[src/rtl/mac_seq_pkg.sv]
// Shared types for the MAC operand sequencer: FSM states, FIFO beat format
// and the read-credit rule used to keep the beat FIFO from overflowing.
package mac_seq_pkg;

   localparam int FIFO_DEPTH  = 2;
   localparam int CNT_W       = 2;
   // Sized for the widest supported operand pair (2 x 32 bits).
   localparam int BEAT_DATA_W = 64;

   typedef enum logic [1:0] {
      ST_IDLE   = 2'd0,
      ST_BIAS   = 2'd1,
      ST_STREAM = 2'd2,
      ST_DRAIN  = 2'd3
   } seq_state_t;

   typedef struct packed {
      logic [BEAT_DATA_W-1:0] data;
      logic                   user;
      logic                   last;
   } beat_t;

   // Occupancy after this cycle's pop plus the beat still in flight must leave room
   // for one more, which lets a read issue in the same cycle a beat leaves.
   function automatic logic credit_ok(input logic [CNT_W-1:0] count,
                                      input logic             pop,
                                      input logic             inflight);
      logic [CNT_W:0] used;
      used = {1'b0, count} - {{CNT_W{1'b0}}, pop} + {{CNT_W{1'b0}}, inflight};
      return used < (CNT_W+1)'(FIFO_DEPTH);
   endfunction

endpackage

[src/rtl/mac_seq_skid_fifo.sv]
// Two-entry beat FIFO whose head entry drives the M_AXIS outputs directly;
// exposes its occupancy so the sequencer can meter BRAM reads.
module mac_seq_skid_fifo
   import mac_seq_pkg::*;
(
   input  logic             ACLK,
   input  logic             ARESET,
   input  logic             push,
   input  beat_t            push_beat,
   input  logic             out_ready,
   output logic             out_valid,
   output beat_t            out_beat,
   output logic [CNT_W-1:0] count
);

   beat_t            mem [FIFO_DEPTH];
   logic             wr_ptr;
   logic             rd_ptr;
   logic [CNT_W-1:0] count_q;
   logic             pop;

   assign out_valid = (count_q != '0);
   assign pop       = out_valid && out_ready;
   assign out_beat  = mem[rd_ptr];
   assign count     = count_q;

   // A push while full is only ever paired with a pop, so the slot written is the one leaving.
   always_ff @(posedge ACLK) begin
      if (ARESET) begin
         for (int i = 0; i < FIFO_DEPTH; i++) begin
            mem[i] <= '0;
         end
         wr_ptr  <= 1'b0;
         rd_ptr  <= 1'b0;
         count_q <= '0;
      end else begin
         if (push) begin
            mem[wr_ptr] <= push_beat;
            wr_ptr      <= ~wr_ptr;
         end
         if (pop) begin
            rd_ptr <= ~rd_ptr;
         end
         count_q <= count_q + CNT_W'(push) - CNT_W'(pop);
      end
   end

endmodule

[src/rtl/mac_operand_sequencer.sv]
// Reads paired weight/activation operands from two BRAM ports and streams them as AXIS beats.
// Optional leading bias beat is built only when MAC_SEQ_BIAS_EN is defined.
module mac_operand_sequencer
   import mac_seq_pkg::*;
#(
   parameter int DATA_WIDTH = 32,
   parameter int ADDR_WIDTH = 10,
   parameter int LEN_WIDTH  = 16
)
(
   input  logic                    ACLK,
   input  logic                    ARESET,
   input  logic                    CMD_VALID,
   output logic                    CMD_READY,
   input  logic [ADDR_WIDTH-1:0]   CMD_W_BASE,
   input  logic [ADDR_WIDTH-1:0]   CMD_A_BASE,
   input  logic [LEN_WIDTH-1:0]    CMD_LEN,
   input  logic [7:0]              CMD_TID,
`ifdef MAC_SEQ_BIAS_EN
   input  logic [DATA_WIDTH-1:0]   CMD_BIAS,
   input  logic                    CMD_BIAS_VLD,
`endif
   output logic                    W_RD_EN,
   output logic [ADDR_WIDTH-1:0]   W_RD_ADDR,
   input  logic [DATA_WIDTH-1:0]   W_RD_DATA,
   output logic                    A_RD_EN,
   output logic [ADDR_WIDTH-1:0]   A_RD_ADDR,
   input  logic [DATA_WIDTH-1:0]   A_RD_DATA,
   output logic                    M_AXIS_TVALID,
   input  logic                    M_AXIS_TREADY,
   output logic [2*DATA_WIDTH-1:0] M_AXIS_TDATA,
   output logic                    M_AXIS_TUSER,
   output logic                    M_AXIS_TLAST,
   output logic [7:0]              M_AXIS_TID,
   output logic                    BUSY,
   output logic                    CMD_ERR,
   output seq_state_t              DBG_STATE
);

   // Handshakes: a transfer happens on a rising edge where VALID && READY; VALID never
   // waits on READY, and the payload holds while VALID is high and READY is low.

   seq_state_t             state_q;
   seq_state_t             state_d;
   logic [ADDR_WIDTH-1:0]  w_addr_q;
   logic [ADDR_WIDTH-1:0]  a_addr_q;
   logic [LEN_WIDTH-1:0]   remain_q;
   logic [7:0]             tid_q;
   logic                   err_q;
   logic                   rsp_vld_q;
   logic                   rsp_last_q;

   logic                   cmd_ready;
   logic                   accept;
   logic                   want_bias;
   logic                   issue_rd;
   logic                   issue_bias;
   logic                   can_issue;
   logic                   pop;
   logic                   push_user;
   logic [2*DATA_WIDTH-1:0] push_pair;
   beat_t                  push_beat;
   beat_t                  head_beat;
   logic                   fifo_valid;
   logic [CNT_W-1:0]       fifo_count;

   assign cmd_ready = (state_q == ST_IDLE) && !ARESET;
   assign accept    = CMD_VALID && cmd_ready;
   assign pop       = fifo_valid && M_AXIS_TREADY;
   assign can_issue = credit_ok(fifo_count, pop, rsp_vld_q);

   always_comb begin
      state_d    = state_q;
      issue_rd   = 1'b0;
      issue_bias = 1'b0;
      case (state_q)
         ST_IDLE: begin
            if (accept && (CMD_LEN != '0)) begin
               state_d = want_bias ? ST_BIAS : ST_STREAM;
            end
         end
`ifdef MAC_SEQ_BIAS_EN
         ST_BIAS: begin
            if (can_issue && !ARESET) begin
               issue_bias = 1'b1;
               state_d    = ST_STREAM;
            end
         end
`endif
         ST_STREAM: begin
            if (can_issue && !ARESET) begin
               issue_rd = 1'b1;
               if (remain_q == LEN_WIDTH'(1)) begin
                  state_d = ST_DRAIN;
               end
            end
         end
         ST_DRAIN: begin
            if (pop && head_beat.last) begin
               state_d = ST_IDLE;
            end
         end
         default: state_d = ST_IDLE;
      endcase
   end

   always_ff @(posedge ACLK) begin
      if (ARESET) begin
         state_q    <= ST_IDLE;
         w_addr_q   <= '0;
         a_addr_q   <= '0;
         remain_q   <= '0;
         tid_q      <= '0;
         err_q      <= 1'b0;
         rsp_vld_q  <= 1'b0;
         rsp_last_q <= 1'b0;
      end else begin
         state_q    <= state_d;
         err_q      <= accept && (CMD_LEN == '0);
         rsp_vld_q  <= issue_rd || issue_bias;
         rsp_last_q <= issue_rd && (remain_q == LEN_WIDTH'(1));
         if (accept) begin
            w_addr_q <= CMD_W_BASE;
            a_addr_q <= CMD_A_BASE;
            remain_q <= CMD_LEN;
            tid_q    <= CMD_TID;
         end else if (issue_rd) begin
            w_addr_q <= w_addr_q + ADDR_WIDTH'(1);
            a_addr_q <= a_addr_q + ADDR_WIDTH'(1);
            remain_q <= remain_q - LEN_WIDTH'(1);
         end
      end
   end

`ifdef MAC_SEQ_BIAS_EN
   logic [DATA_WIDTH-1:0] bias_q;
   logic                  rsp_bias_q;

   // The bias beat rides the same one-cycle return slot as BRAM data, so both beat
   // kinds share one push path and one credit rule.
   always_ff @(posedge ACLK) begin
      if (ARESET) begin
         bias_q     <= '0;
         rsp_bias_q <= 1'b0;
      end else begin
         rsp_bias_q <= issue_bias;
         if (accept) begin
            bias_q <= CMD_BIAS;
         end
      end
   end

   assign want_bias = CMD_BIAS_VLD;
   assign push_user = rsp_bias_q;
   assign push_pair = rsp_bias_q ? {{DATA_WIDTH{1'b0}}, bias_q} : {W_RD_DATA, A_RD_DATA};
`else
   assign want_bias = 1'b0;
   assign push_user = 1'b0;
   assign push_pair = {W_RD_DATA, A_RD_DATA};
`endif

   always_comb begin
      push_beat                         = '0;
      push_beat.data[2*DATA_WIDTH-1:0]  = push_pair;
      push_beat.user                    = push_user;
      push_beat.last                    = rsp_last_q;
   end

   mac_seq_skid_fifo u_fifo (
      .ACLK      (ACLK),
      .ARESET    (ARESET),
      .push      (rsp_vld_q),
      .push_beat (push_beat),
      .out_ready (M_AXIS_TREADY),
      .out_valid (fifo_valid),
      .out_beat  (head_beat),
      .count     (fifo_count)
   );

   assign CMD_READY     = cmd_ready;
   assign W_RD_EN       = issue_rd;
   assign A_RD_EN       = issue_rd;
   assign W_RD_ADDR     = w_addr_q;
   assign A_RD_ADDR     = a_addr_q;
   assign M_AXIS_TVALID = fifo_valid;
   assign M_AXIS_TDATA  = head_beat.data[2*DATA_WIDTH-1:0];
   assign M_AXIS_TUSER  = head_beat.user;
   assign M_AXIS_TLAST  = head_beat.last;
   assign M_AXIS_TID    = tid_q;
   assign BUSY          = (state_q != ST_IDLE) || fifo_valid || rsp_vld_q;
   assign CMD_ERR       = err_q;
   assign DBG_STATE     = state_q;

endmodule

[config.mk]
export PLATFORM = sky130hd
export DESIGN_NAME = mac_operand_sequencer
export DESIGN_NICKNAME = d
export VERILOG_FILES = /design/src/rtl/mac_seq_pkg.sv /design/src/rtl/mac_seq_skid_fifo.sv /design/src/rtl/mac_operand_sequencer.sv
export SDC_FILE = /design/constraint.sdc
export NUM_CORES = 1
export LEC_CHECK = 0
export BUFFER_PORTS_ARGS = -buffer_cell sky130_fd_sc_hd__buf_2
export CAP_MARGIN = 30
export CORE_AREA = 2 2 169 171
export DETAILED_ROUTE_END_ITERATION = 12
export DIE_AREA = 0 0 171 173
export GPL_TIMING_DRIVEN = 0
export PLACE_DENSITY = 0.58
export SLEW_MARGIN = 25
export SYNTH_ARGS = -nofsm -noshare
export SYNTH_HDL_FRONTEND = slang
export SYNTH_SLANG_ARGS = --single-unit
export TNS_END_PERCENT = 50
[constraint.sdc]
create_clock -name ACLK -period 3.07 [get_ports ACLK]
set_input_delay 0.307 -clock ACLK [delete_from_list [all_inputs] [get_ports ACLK]]
set_output_delay 0.307 -clock ACLK [all_outputs]
set_load 0.02 [all_outputs]
-- Yosys cells after proc, flatten, opt, wreduce, memory -nomap -nowiden
Memories as Yosys holds them, arrays and structs flattened. A register that Yosys moved wholly into a read port is not among the register bits.
Cells that the tools add are included.
- $add $sub $neg: 7
- order comparisons: 1
- equal/unequal tests: 7
- mux-type cells: 23
- bitwise logic cells: 2
- reductions and logical operators: 19
- operator list (kind ; number):
    65-bit two-way mux ; 1
    65-bit OR reduction ; 1
    10-bit two-way mux ; 4
    16-bit two-way mux ; 2
    10-bit by 1-bit adder with 10-bit output, second input constant ; 2
    16-bit by 1-bit == test with 1-bit output, second input constant ; 1
    16-bit logical NOT ; 1
    16-bit nonzero test ; 1
    16-bit by 1-bit subtractor with 16-bit output, second input constant ; 1
    1-bit two-way mux ; 11
    1-bit logical AND ; 8
    2-bit two-way mux ; 4
    2-bit inequality test, second input constant ; 3
    2-bit case mux with 3 select lines ; 1
    2-bit nonzero test ; 3
    2-bit == test, second input constant ; 2
    4-bit AND reduction ; 1
    3-bit by 1-bit adder with 3-bit output ; 1
    3-bit by 2-bit < comparator with 1-bit output, second input constant ; 1
    2-bit by 1-bit subtractor with 3-bit output ; 1
    2-bit by 1-bit adder with 2-bit output ; 1
    2-bit logical NOT ; 1
    1-bit logical OR ; 2
    2-bit by 1-bit inequality test with 1-bit output, second input constant ; 1
    other kinds (3) ; 4
- bits in registers: 53
- memory bits (writable): 130
- input bits: 112
- output and inout bits: 102
- memories: 1
- memory list (name ; words ; bits a word ; rd ports ; clocked after memory_dff ; write ports ; RTL line ; RTL):
    u_fifo.mem ; 2 ; 65 ; 1 ; 1 ; 2 ; mac_seq_skid_fifo.sv:16 ; beat_t mem [FIFO_DEPTH];

-- Logic depth before layout (Yosys ltp)
Gate-level depths: netlist of run 1.
- depth in word-level cells: 10
- mapped depth: 16

-- Modules after synthesis
From an unflattened synthesis of run 1, not the netlist that was laid out.
- cells, all modules: 763
- area total of the unflattened synthesis: 8785.9 µm²
- by module, submodules not included (module ; times used ; cells each ; area each (µm²) ; sequential area each (µm²)):
    mac_seq_skid_fifo ; 1 ; 450 ; 6198.4 ; 4063.9
    mac_operand_sequencer ; 1 ; 313 ; 2587.5 ; 980.9

-- Least setup slack after synthesis of run 1
No wires, ideal clock.
- path type: reg-to-output
- from: reg u_fifo.count_q[1], in the netlist u_fifo.count[1]
- to: out W_RD_EN
- arrival time: 3.323 ns
- data required time: 2.763 ns
- path slack: -0.560 ns
- cell stages (with the launch flop): 15
- buffers on the path: 3
- cell sequence: dfxtp_1 inv_1 nand2_1 nand2_1 inv_1 ha_1 inv_1 ha_1 fa_1 or4b_1 or2_1 clkbuf_1 inv_2 buf_1 buf_4
- word-level cells in the longest chain between the ends: 8
- ends and longest elaborated chain (what ; RTL line ; RTL):
    start, declared ; mac_seq_skid_fifo.sv:19 ; logic [CNT_W-1:0] count_q;
    start signal, assigned ; mac_seq_skid_fifo.sv:44 ; count_q <= count_q + CNT_W'(push) - CNT_W'(pop);
    2-bit nonzero test ; mac_seq_skid_fifo.sv:22 ; assign out_valid = (count_q != '0);
    named net M_AXIS_TVALID ; mac_operand_sequencer.sv:29 ; output logic M_AXIS_TVALID,
    1-bit logical AND ; mac_operand_sequencer.sv:69 ; assign pop = fifo_valid && M_AXIS_TREADY;
    named net pop ; mac_operand_sequencer.sv:59 ; logic pop;
    2-bit by 1-bit subtractor with 3-bit output ; mac_seq_pkg.sv:29 ; used = {1'b0, count} - {{CNT_W{1'b0}}, pop} + {{CNT_W{1'b0}}, inflight};
    3-bit by 1-bit adder with 3-bit output ; mac_seq_pkg.sv:29 ;
    3-bit by 2-bit < comparator with 1-bit output ; mac_seq_pkg.sv:30 ; return used < (CNT_W+1)'(FIFO_DEPTH);
    1-bit logical AND ; mac_operand_sequencer.sv:91 ; if (can_issue && !ARESET) begin
    1-bit two-way mux ; mac_operand_sequencer.sv:91 ;
    1-bit two-way mux ; mac_operand_sequencer.sv:76 ; case (state_q)
    end, declared ; mac_operand_sequencer.sv:23 ; output logic W_RD_EN,
The timed path passes the listed nets, and every way through them passes these cells.

-- Worst setup path after layout of run 1
- from: reg u_fifo.count_q[1], in the netlist u_fifo.count[1]
- to: out W_RD_EN
- word-level cells in the longest chain between the ends: 8
- ends and longest elaborated chain (what ; RTL line):
    2-bit nonzero test ; mac_seq_skid_fifo.sv:22
    1-bit logical AND ; mac_operand_sequencer.sv:69
    named net pop ; mac_operand_sequencer.sv:59
    2-bit by 1-bit subtractor with 3-bit output ; mac_seq_pkg.sv:29
    3-bit by 1-bit adder with 3-bit output ; mac_seq_pkg.sv:29
    3-bit by 2-bit < comparator with 1-bit output ; mac_seq_pkg.sv:30
    1-bit logical AND ; mac_operand_sequencer.sv:91
    1-bit two-way mux ; mac_operand_sequencer.sv:91
    1-bit two-way mux ; mac_operand_sequencer.sv:76
The timed path passes the listed nets, and every way through them passes these cells.

==> impl_metrics.ini, run 1 <==
[outcome]
run_status = finished, violations left
violations = setup timing

[clock_network]
worst_skew_pair.late_latency_ns = 0.44
htree_levels = 4
cts_buffers = 17
cts.sink_count = 184
tritoncts = done
root_buffer = sky130_fd_sc_hd__clkbuf_16
cts_buffer_depth = 2
clk_pin_slew_worst_paths_ns = 0.08
hold_buffers = 0

[synthesis]
synth_fp_nets = 801
ys_seq_area_frac = 0.606
async_flop_share = 0
syn-instance-count = 682
synth_enable_flop_cells = 130
yosysUniqueCellTypes = 50
synth_area_um2 = 8220
synth_seq_cells = 184
ys_warn_count = 0
post_synth.cell_area_avg_um2 = 12.1
synthFlopType = sky130_fd_sc_hd__edfxtp_1

[worst_hold_path]
min-delay-path-class = primary input to flip-flop
min-delay-start = CMD_TID[7]

[setup_path]
worst-r2r-setup-slack_ns = -0.19
critical_path_source_type = flip-flop
worst-setup-path-type = flip-flop to primary output
worstPathArrival_ns = 3.02
kind_of_end_point_of_the_critical_path = primary output
cp_data_required_time_ns = 2.76
critPathLaunch = u_fifo.count[1]
worst_r2r_startpoint = u_fifo.count[1]
critical_path.max_fanout = 3

[placement]
dpl_cell_area_um2 = 9850
dp_worst_setup_slack_ns = -0.377
dp.final_hpwl_mm = 15.4
portBuffers = 212
dp_cells = 1274
gp_congestion = 0.851

[layout]
post_layout_nonfiller_instances = 1322
fin_nets = 1050
layout-drive-gt1-share = 0.396
synthToLayoutAreaGrowth_pct = 31.9
mostFrequentLayoutCells = sky130_fd_sc_hd__buf_2, sky130_fd_sc_hd__and2_1, sky130_fd_sc_hd__edfxtp_1
multi_input_area_um2 = 3190
design_area_um2 = 10800
layout_commonest_cell = sky130_fd_sc_hd__buf_2
final.fill_count = 2771
sequential_cell_area_um2 = 4990

[global_routing]
grt_util_all_layers = 0.148
grt_pass1_wl_mm = 33.3
first_global_vias = 6080
grt_overflow = 0
initial_antenna_violation_count = 3
grt_max_degree = 37

[floorplan]
die-area_um2 = 29600
horizontal_die_dimension_um = 171
num_io_pins = 214
dieHeight_um = 173
placementRows = 61
floorplan.core_area_um2 = 27600
floorplan.initialDensity = 0.298

[sta]
finalCriticalPeriod_ns = 3.33
layout_worst_path_cycle_share = 1.08
rsz0062_at_grt = true
fin_skew_ns = 0.0130
finalHoldViolCount = 0
setup-violations-final = 25
maxSlewViolCount = 0
finalWorstSetupSlack_ns = -0.257
timing_worst_slew_pin_value_ns = 0.793
maxSlewHeadroom = 0.472
fmax_mhz = 301

[drt]
routed_via_density = 4.69
wire_per_inst_um = 16.9
antenna_left = 0
violation_count_after_the_first_detailed_route_iteration = 336
remaining_drc_errors = 0
first_pass_iters = 4
finalWirelength_mm = 22.4
vias = 6202

[power_and_ir_drop]
powerDensity_nw_per_um2 = 731
cellLeakagePower_nw = 4.42
maximum_vdd_drop_v = 0.000275

[flow_run]
reported_max_cap_violation_count = 0
## worst max-delay path, stage by stage, from the launching register on
cell and delay [ns]:
sky130_fd_sc_hd__dfxtp_2 0.33, sky130_fd_sc_hd__inv_2 0.07, sky130_fd_sc_hd__nand2_4 0.05, sky130_fd_sc_hd__nand2_4 0.07, sky130_fd_sc_hd__inv_4 0.03, sky130_fd_sc_hd__ha_4 0.25, sky130_fd_sc_hd__inv_2 0.04, sky130_fd_sc_hd__ha_4 0.15
sky130_fd_sc_hd__fa_2 0.48, sky130_fd_sc_hd__or4b_4 0.49, sky130_fd_sc_hd__or2_4 0.27, sky130_fd_sc_hd__inv_8 0.06, sky130_fd_sc_hd__buf_12 0.10, sky130_fd_sc_hd__buf_6 0.08, sky130_fd_sc_hd__buf_6 0.10
## cell families (layout without fill, tap and decap cells)
kind of cell / after synthesis / in the layout / synth area share
other cells: 1 / 2 / 0.000456
fa+ha+maj: 7 / 7 / 0.0116
compound gates: 74 / 74 / 0.0604
mux: 65 / 65 / 0.0890
flops: 184 / 184 / 0.606
xor+xnor: 12 / 12 / 0.0128
buf+inv: 60 / 321 / 0.0284
simple gates: 279 / 279 / 0.191
## timing repair
| item | CTS | global route |
|---|---|---|
| pin swaps | 7 | 16 |
| resized for setup | 33 | 27 |
| cloned | 0 | 1 |
| endpoints found under the setup margin | 38 | 39 |
| buffers inserted | 7 | 9 |
## cell type report
type	count	area share
flip-flops and latches	184	0.460
multi-input cells	438	0.294
repair buffers	231	0.115
well taps	378	0.0436
clock buffers	19	0.0399
plain buffers	45	0.0241
clock inverters	12	0.0173
inverters	14	0.00600
diodes	1	0.000231
## state kept, by name, indices dropped and copies added, names as in the netlist, named ones only
signal / count
u_fifo.mem: 130
remain_q: 16
A_RD_ADDR: 10
W_RD_ADDR: 10
M_AXIS_TID: 8
DBG_STATE: 2
u_fifo.count: 2
CMD_ERR: 1
rsp_last_q: 1
rsp_vld_q: 1
u_fifo.rd_ptr: 1
u_fifo.wr_ptr: 1
## cell usage after synthesis (all sizes together), types with 8 or more instances
library cell / count / area share
a211oi: 10 / 0.0091
a21oi: 17 / 0.010
a31oi: 8 / 0.0061
and2: 131 / 0.10
clkbuf: 41 / 0.019
dfxtp: 54 / 0.13
edfxtp: 130 / 0.47
inv: 14 / 0.0064
mux2: 65 / 0.089
nand2: 41 / 0.019
nand3: 12 / 0.0073
nand3b: 9 / 0.0082
nor2: 34 / 0.016
nor3: 12 / 0.0073
nor4: 9 / 0.0068
o21ai: 9 / 0.0055
xnor2: 8 / 0.0085
## path summary, 6_finish.rpt
| check | to | depth (start not counted) |
|---|---|---|
| max | W_RD_EN | 14 |
| min | M_AXIS_TID[7] | 3 |
| max reg2reg | A_RD_ADDR[2] | 13 |
| min reg2reg | M_AXIS_TID[6] | 2 |
## per-stage QoR
step           setup TNS [ns]  power [mW]   util  hold slack [ns]
2_1_floorplan       -0.000994        4.63      -            0.406
3_5_place_dp            -7.05        5.39  0.357            0.464
4_1_cts                 -8.34        7.90  0.386           0.0324
3_3_place_gp          -126.49        5.37  0.355            0.463
6_report                -2.14        7.93  0.392           0.0541
5_1_grt                 -6.15        8.29  0.392           0.0371
## power by group
part | internal (mW) | total [mW] | switching, mW | leakage, nW
sequential | 3.00 | 3.16 | 0.159 | 1.79
combinational | 1.01 | 2.40 | 1.39 | 2.33
clock | 1.37 | 2.36 | 0.989 | 0.295
total | 5.39 | 7.93 | 2.54 | 4.42
## layer usage
metal | vias up | global-route usage | wire [um]
met5 | - | 0 | 27
met4 | 4 | 0.0381 | 274
met1 | 2991 | 0.193 | 9940
met2 | 244 | 0.242 | 10500
met3 | 22 | 0.0403 | 1600
li1 | 2941 | - | -
(Power assumes the default switching activity.)
==> run 2, diff against run 1 <==
--- a/config.mk
+++ b/config.mk
@@ -11,6 +11,7 @@
 export DETAILED_ROUTE_END_ITERATION = 12
 export DIE_AREA = 0 0 171 173
 export GPL_TIMING_DRIVEN = 0
+export MAX_ROUTING_LAYER = met4
 export PLACE_DENSITY = 0.58
 export SLEW_MARGIN = 25
 export SYNTH_ARGS = -nofsm -noshare
==> run 2 against run 1 <==
Compared with the run above: the flow still finishes with violations (setup timing); register-to-register slack better by 0.04 ns; fmax up 0.23%; sequential share of layout area about the same; worst hold slack better by 0.0030 ns; global-route usage up 0.48 points; critical path depth unchanged; combinational power about the same; clock power about the same; highest routed layer is now met4.
==> impl_metrics.ini, run 2 (synthesis results as in run 1) <==
[power_and_ir_drop]
maximum_vdd_drop_v = 0.000273
post-layout-total-power_mw = 7.92
cellLeakagePower_nw = 4.42
powerDensity_nw_per_um2 = 730

[placement]
gp_congestion = 0.864
dpl_cell_area_um2 = 9850
dp_worst_setup_slack_ns = -0.377
dp.final_hpwl_mm = 15.4
portBuffers = 212

[clock_network]
clk_pin_slew_worst_paths_ns = 0.08
worst_skew_pair.late_latency_ns = 0.44
cts_buffer_depth = 2
hold_buffers = 0
tritoncts = done
cts.sink_count = 184
cts_buffers = 17
root_buffer = sky130_fd_sc_hd__clkbuf_16
htree_levels = 4

[drt]
routed_via_density = 4.68
vias = 6200
first_pass_iters = 4
finalWirelength_mm = 22.3
violation_count_after_the_first_detailed_route_iteration = 300
remaining_drc_errors = 0
wire_per_inst_um = 16.9
antenna_left = 0

[worst_hold_path]
min-delay-path-class = primary input to flip-flop

[global_routing]
initial_antenna_violation_count = 3
first_global_vias = 6049
met3_usage = 0.0332
grt_pass1_wl_mm = 33.4
busiest_layer = met2
grt_max_degree = 37
grt_use_met1 = 0.196
grt_util_all_layers = 0.153
grt_overflow = 0
use_met2 = 0.241

[floorplan]
placementRows = 61
horizontal_die_dimension_um = 171
num_io_pins = 214
floorplan.initialDensity = 0.298
die-area_um2 = 29600
dieHeight_um = 173
floorplan.core_area_um2 = 27600

[setup_path]
cp_data_required_time_ns = 2.76
critical_path_source_type = flip-flop
kind_of_end_point_of_the_critical_path = primary output
worstPathArrival_ns = 3.01
critical_path.max_fanout = 3
worst-setup-path-type = flip-flop to primary output

[sta]
timing_worst_slew_pin_value_ns = 0.784
setup-violations-final = 24
whs_ns = 0.0570
finalHoldViolCount = 0
fmax_mhz = 301
rsz0062_at_grt = true
fin_skew_ns = 0.0136
maxSlewViolCount = 0
layout_worst_path_cycle_share = 1.08
finalWorstSetupSlack_ns = -0.249
finalCriticalPeriod_ns = 3.32
maxSlewHeadroom = 0.477

[layout]
fin_nets = 1050
synthToLayoutAreaGrowth_pct = 31.9
mostFrequentLayoutCells = sky130_fd_sc_hd__buf_2, sky130_fd_sc_hd__and2_1, sky130_fd_sc_hd__edfxtp_1
layout_commonest_cell = sky130_fd_sc_hd__buf_2
largest-register = u_fifo.mem
post-route-util = 0.393
layout-drive-gt1-share = 0.396
largestRegisters = u_fifo.mem: 130 flops, remain_q: 16 flops
largest_register_ffs = 130
design_area_um2 = 10800

[flow_run]
reported_max_cap_violation_count = 0

[outcome]
violations = setup timing
run_status = finished, violations left
run 2: worst paths after layout:
| check | start | endpoint | slack (ns) | cells past startpoint |
|---|---|---|---|---|
| max | u_fifo.count[1] | W_RD_EN | -0.25 | 14 |
| min | CMD_TID[7] | M_AXIS_TID[7] | 0.06 | 3 |
| max reg2reg | u_fifo.count[1] | A_RD_ADDR[2] | -0.15 | 13 |
| min reg2reg | M_AXIS_TID[6] | M_AXIS_TID[6] | 0.47 | 2 |
run 2: critical path: stages, from the launching register on:
cell                      delay (ns)
sky130_fd_sc_hd__dfxtp_2        0.33
sky130_fd_sc_hd__inv_2          0.07
sky130_fd_sc_hd__nand2_4        0.05
sky130_fd_sc_hd__nand2_4        0.07
sky130_fd_sc_hd__inv_4          0.03
sky130_fd_sc_hd__ha_4           0.25
sky130_fd_sc_hd__inv_2          0.04
sky130_fd_sc_hd__ha_4           0.15
sky130_fd_sc_hd__fa_2           0.48
sky130_fd_sc_hd__or4b_4         0.49
sky130_fd_sc_hd__or2_4          0.27
sky130_fd_sc_hd__inv_8          0.06
sky130_fd_sc_hd__buf_12         0.10
sky130_fd_sc_hd__buf_6          0.08
sky130_fd_sc_hd__buf_6          0.10
run 2: final cells by class:
type	instances	area, um2
clock inverter	12	188
antenna	3	7.51
multi-input combinational	438	3190
inverter	14	65.1
fill	2772	16800
clock buffer	19	433
timing repair buffer	231	1250
sequential	184	4990
tap	378	473
buffer	45	262
run 2: repair_timing:
| action | 4_1_cts | 5_1_grt |
|---|---|---|
| cloned | 0 | 1 |
| pin swaps | 7 | 16 |
| endpoints found under the setup margin | 38 | 39 |
| buffers inserted | 7 | 9 |
| gates resized for setup | 33 | 27 |
run 2: per-layer routing:
layer  up-vias  routed length (um)  part of all wire
met2       243               10400              0.47
met3        25                1390             0.062
li1       2943                   -                 -
met1      2989               10200              0.46
met4         0                 357             0.016
met5         -                   0                 0
run 2: stage by stage:
stage	instances	setup TNS, ns
6_report	1324	-1.98
4_1_cts	1312	-8.34
3_5_place_dp	1274	-7.05
3_3_place_gp	1272	-126.49
5_1_grt	1324	-6.11
2_1_floorplan	682	-0.000994
run 2: power by group:
part	switching (mW)	internal [mW]	total, mW
Sequential	0.158	3.00	3.16
Clock	0.980	1.37	2.35
Combinational	1.39	1.01	2.40
